`src/rtl/hazard_ctrl.sv`:
```
// rtl/hazard_ctrl.sv - pipeline hazard controller: load-use stall, branch flush, memory hold, halt
// Optional HAZARD_PERF_CNT_EN adds saturating stall/flush cycle counters.
module hazard_ctrl #(
    parameter int BRANCH_PENALTY = 1,
    parameter int REG_W          = 5
) (
    input  logic             clk,
    input  logic             rst_n,
    input  logic [REG_W-1:0] id_rs,
    input  logic [REG_W-1:0] id_rt,
    input  logic             ex_mem_read,
    input  logic [REG_W-1:0] ex_rt,
    input  logic             branch_taken,
    input  logic             mem_busy,
    input  logic             halt,
    output logic             pc_write,
    output logic             IF_ID_write,
    output logic             flush,
    output logic             id_ex_bubble,
    output logic             pipe_hold
`ifdef HAZARD_PERF_CNT_EN
    ,
    output logic [15:0]      stall_cycles,
    output logic [15:0]      flush_cycles
`endif
);

    localparam logic [1:0] ST_RUN      = 2'd0;
    localparam logic [1:0] ST_LU_STALL = 2'd1;
    localparam logic [1:0] ST_FLUSH    = 2'd2;
    localparam logic [1:0] ST_HALTED   = 2'd3;

    logic [1:0] state, state_nxt;
    logic [2:0] cnt, cnt_nxt;
    logic       load_use;

    assign load_use = ex_mem_read && (ex_rt != '0) && ((ex_rt == id_rs) || (ex_rt == id_rt));

    always_comb begin
        pc_write     = 1'b1;
        IF_ID_write  = 1'b1;
        flush        = 1'b0;
        id_ex_bubble = 1'b0;
        pipe_hold    = 1'b0;
        state_nxt    = state;
        cnt_nxt      = cnt;
        if (!rst_n) begin
            pc_write     = 1'b0;
            flush        = 1'b1;
            id_ex_bubble = 1'b1;
            state_nxt    = ST_RUN;
            cnt_nxt      = 3'd0;
        end else if (state == ST_HALTED) begin
            pc_write     = 1'b0;
            IF_ID_write  = 1'b0;
            id_ex_bubble = 1'b1;
        end else if (halt) begin
            pc_write     = 1'b0;
            flush        = 1'b1;
            id_ex_bubble = 1'b1;
            state_nxt    = ST_HALTED;
        end else if (mem_busy) begin
            // Everything frozen; pending branch/load-use re-evaluated once memory is ready.
            pc_write  = 1'b0;
            pipe_hold = 1'b1;
        end else begin
            case (state)
                ST_FLUSH: begin
                    flush        = 1'b1;
                    id_ex_bubble = 1'b1;
                    if (cnt <= 3'd1) begin
                        state_nxt = ST_RUN;
                        cnt_nxt   = 3'd0;
                    end else begin
                        cnt_nxt = cnt - 3'd1;
                    end
                end
                ST_LU_STALL: begin
                    state_nxt = ST_RUN;
                end
                default: begin
                    if (branch_taken) begin
                        flush = 1'b1;
                        if (BRANCH_PENALTY > 1) begin
                            state_nxt = ST_FLUSH;
                            cnt_nxt   = 3'(BRANCH_PENALTY - 1);
                        end
                    end else if (load_use) begin
                        pc_write     = 1'b0;
                        id_ex_bubble = 1'b1;
                        state_nxt    = ST_LU_STALL;
                    end
                end
            endcase
        end
    end

    always_ff @(posedge clk) begin
        if (!rst_n) begin
            state <= ST_RUN;
            cnt   <= 3'd0;
        end else begin
            state <= state_nxt;
            cnt   <= cnt_nxt;
        end
    end

`ifdef HAZARD_PERF_CNT_EN
    always_ff @(posedge clk) begin
        if (!rst_n) begin
            stall_cycles <= 16'd0;
            flush_cycles <= 16'd0;
        end else begin
            if ((state != ST_HALTED) && !pc_write && (stall_cycles != 16'hFFFF))
                stall_cycles <= stall_cycles + 16'd1;
            if (flush && (flush_cycles != 16'hFFFF))
                flush_cycles <= flush_cycles + 16'd1;
        end
    end
`endif

endmodule

```
`config.mk`:
```
export PLATFORM = sky130hd
export DESIGN_NAME = hazard_ctrl
export DESIGN_NICKNAME = d
export VERILOG_FILES = /design/src/rtl/hazard_ctrl.sv
export SDC_FILE = /design/constraint.sdc
export NUM_CORES = 1
export LEC_CHECK = 0
export ABC_AREA = 1
export CAP_MARGIN = 0
export CORE_MARGIN = 5
export CORE_UTILIZATION = 45
export CTS_CLUSTER_SIZE = 20
export DETAILED_ROUTE_END_ITERATION = 12
export PLACE_DENSITY_LB_ADDON = 0.05
export SLEW_MARGIN = 25
export SYNTH_ARGS = -nofsm -noshare
export SYNTH_HDL_FRONTEND = slang
export SYNTH_SLANG_ARGS = --single-unit
```
`constraint.sdc`:
```
create_clock -name clk -period 2.26 [get_ports clk]
set_clock_uncertainty 0.15 [all_clocks]
set_input_delay 0.226 -clock clk [delete_from_list [all_inputs] [get_ports clk]]
set_output_delay 0.226 -clock clk [all_outputs]
set_load 0.1 [all_outputs]
```
==> results.py <==
metrics = {
    "worst_setup_path": {
        "crit_fanout": 3,
        "r2r_start": "state[0]",
        "startpoint_type": "primary input",
        "critPathCaptureType": "primary output",
        "crit_path_start": "ex_rt[1]",
        "r2r-end": "state[1]",
        "critPathCapture": "id_ex_bubble",
        "worstPathRequired_ps": 1880,
        "arrival_ps": 1750,
        "r2r_slack_ps": 520,
        "rr_worst_depth": 10,
        "critical_path_class": "in -> out",
    },
    "pwr": {
        "cell_internal_pwr_w": 0.0002645,
        "seqPwrFrac_pct": 22.1,
        "p_per_area_mw_per_mm2": 456.2,
        "finalPower_w": 0.0004538,
        "p_leak_nw": 0.5092,
        "switchingPower_w": 0.0001893,
        "clockPowerShare_pct": 22.9,
        "ir_drop_v": 0.0002763,
        "swShare_pct": 41.71,
        "pwr-share-comb_pct": 55.0,
    },
    "clock_network": {
        "insertion_delay_ps": 240,
        "post_cts_buffers": 0,
        "h-tree-depth": 1,
        "ctsHoldBuffers": 0,
        "numClockSinks": 5,
        "numCtsBuffers": 3,
        "cts_root_buf": "clkbuf_4",
        "cts-resized-gates": 0,
        "cts_buffer_depth": 2,
        "cts_tree": "done",
        "clkSlewWorstSetupHoldPaths_ps": 40,
    },
    "grt": {
        "met1_usage_pct": 17.87,
        "overflow": 0,
        "top_usage_layer": "met2",
        "antenna_found_initial": 0,
        "use_met2_pct": 28.07,
        "grt_pass1_wl_mm": 2.497,
        "grt_max_degree": 10,
        "grt_pass1_vias": 657,
        "grt_util_met3_pct": 2.299,
        "track_usage_pct": 15.41,
    },
    "sta": {
        "max_freq_mhz": 470.5,
        "hold_violations": 0,
        "finalCriticalPeriod_ps": 2125,
        "worst_slew_pin_slew_ps": 360.2,
        "grt_setup_unrepaired": "no",
        "fin_setup_tns_ps": 0,
        "maxSlewViolCount": 0,
        "setup_viol": 0,
        "min_period_over_period_pct": 94.04,
        "relSlewSlack_pct": 75.91,
    },
    "synth": {
        "synth_xor_area_share_pct": 2.783,
        "synth_compound_area_share_pct": 11.93,
        "synth_top_area_share_pct": 22.66,
        "yosysWarnings": 0,
        "syn_inst": 115,
        "synth_edf_count": 0,
        "yosysSeqAreaShare_pct": 15.90,
        "ys_top_cells_by_count": "nand2_1 (38), inv_1 (20), nor2_1 (15), inv_2 (6)",
        "avgSynthCellArea_um2": 5.473,
        "synth_area_leaders": "nand2_1 (23%), dfxtp_1 (16%), inv_1 (12%), nor2_1 (8.9%), ha_1 (8.0%)",
        "synth_seq_cells": 5,
        "synth_fa_ha_area_share_pct": 7.952,
        "synth_nets": 140,
        "postSynth.asyncResetShare_pct": 0,
        "synth_top_family_by_area": "simple AND/OR/NAND/NOR gates",
        "syn-cell-area_um2": 629.4,
        "synth.most_common_cell": "nand2_1",
        "yosys_most_used_dff": "dfxtp_1",
        "synth_mux_area_share_pct": 0,
        "yosys.area.top_type": "nand2_1",
        "yosys.area_share.simple_pct": 44.14,
        "synth.distinct_cells": 22,
    },
    "place": {
        "gp_congestion": 0.8678,
        "portBuffers": 25,
        "dpl_cell_area_um2": 964.7,
        "dp_hpwl_mm": 1.407,
    },
    "detailed_routing": {
        "drc": 0,
        "wl_per_cell_um": 9.950,
        "vias": 771,
        "viasPerCell": 4.849,
        "first_pass_iters": 4,
        "routed_wl_mm": 1.582,
        "drtAntennaViolNets": 0,
        "drt-initial-drc-count": 12,
    },
    "final_layout": {
        "n_antenna_cell": 0,
        "drive_gt1_share_pct": 17.36,
        "syn_to_final_growth_pct": 58.05,
        "finalNetCount": 170,
        "fin_area_um2": 994.7,
    },
    "die": {
        "fp.dieW_um": 47.40,
        "core_mm2": 0.001318,
        "die_h_um": 47.40,
        "dieArea_mm2": 0.002246,
        "initial_core_util_pct": 47.77,
        "num_io_pins": 26,
        "floorplan.rows": 13,
    },
    "hold_path": {
        "hold_class": "reg -> reg",
    },
    "flow_run": {
        "max_cap_violations": 0,
    },
    "status": {
        "outcome": "finished, final reports clean",
    },
}
## routing by layer
metal,part of all wire [%],vias up
met3,7.3,4
met1,42,336
li1,-,408
met2,50,23
met4,1.5,0
met5,0,-
## worst max-delay path: stages
cell	delay [ps]
clkdlybuf4s50_1	530
inv_2	60
nand2_1	70
nand2_1	50
nor2_1	140
nand3_2	70
nand2_1	80
nand2_2	70
o21ai_1	120
nand2_1	60
nand2_1	100
buf_12	180
## power by group through the flow
stage	Clock, W	Combinational [W]	Sequential, W
final	0.000104	0.000250	0.000100
after global routing	0.000114	0.000269	0.000101
after CTS	0.000107	0.000247	0.000100
after detailed placement	0	0.000246	0.000102
after global placement	0	0.000241	0.000101
after floorplan	0	0.000154	0.000101
## metrics by stage
| step | util, % | setup WS [ps] | cells | hold slack, ps |
|---|---|---|---|---|
| 2_1_floorplan | - | 72.92 | 115 | 212.1 |
| 3_3_place_gp | 73.22 | 197.0 | 155 | 311.2 |
| 3_5_place_dp | 73.22 | 149.7 | 155 | 321.5 |
| 4_1_cts | 75.21 | 108.1 | 159 | 329.6 |
| 5_1_grt | 75.50 | 19.82 | 159 | 354.9 |
| 6_report | 75.50 | 134.7 | 159 | 331.0 |
## area by class of cell
class / count / area [um2]
Multi-Input combinational cell: 82 / 440.4
Fill cell: 107 / 322.8
Timing Repair Buffer: 26 / 307.8
Inverter: 27 / 101.3
Sequential cell: 5 / 100.1
Clock buffer: 4 / 26.28
Tap cell: 15 / 18.77
## cell families after synthesis
logic type,Yosys count
simple gates,64
buf+inv,28
compound gates,12
flops,5
fa+ha+maj,4
xor+xnor,2
## how the worst min path moves through the flow
stage	slack, ps	endpoint	startpoint	cells after the start
2_1_floorplan	210	state[0]	rst_n	2
3_3_place_gp	310	cnt[1]	cnt[1]	2
3_5_place_dp	320	cnt[2]	cnt[2]	2
4_1_cts	330	cnt[2]	cnt[2]	2
5_1_grt	350	cnt[1]	cnt[1]	2
6_report	330	cnt[1]	cnt[1]	2
## layout by cell type, fill, tap and decap left out
cell,instances
nand2_1,38
inv_1,20
clkdlybuf4s50_1,20
nor2_1,14
inv_2,6
dfxtp_1,5
buf_12,5
a21oi_1,4
ha_1,4
nand2_2,3
a21oi_2,3
clkbuf_4,3
xnor2_1,2
nand3_1,2
nor3_1,2
a211oi_1,2
clkinv_1,1
nand3_2,1
nand4_1,1
o21ai_0,1
o21ai_1,1
o31ai_4,1
nor2_2,1
nand3b_1,1
nor3_4,1
clkbuf_1,1
buf_4,1
## registers in the layout, summed over array words and instances, names as in the netlist
signal and count:
state 2, cnt 3
(Power assumes the default switching activity.)
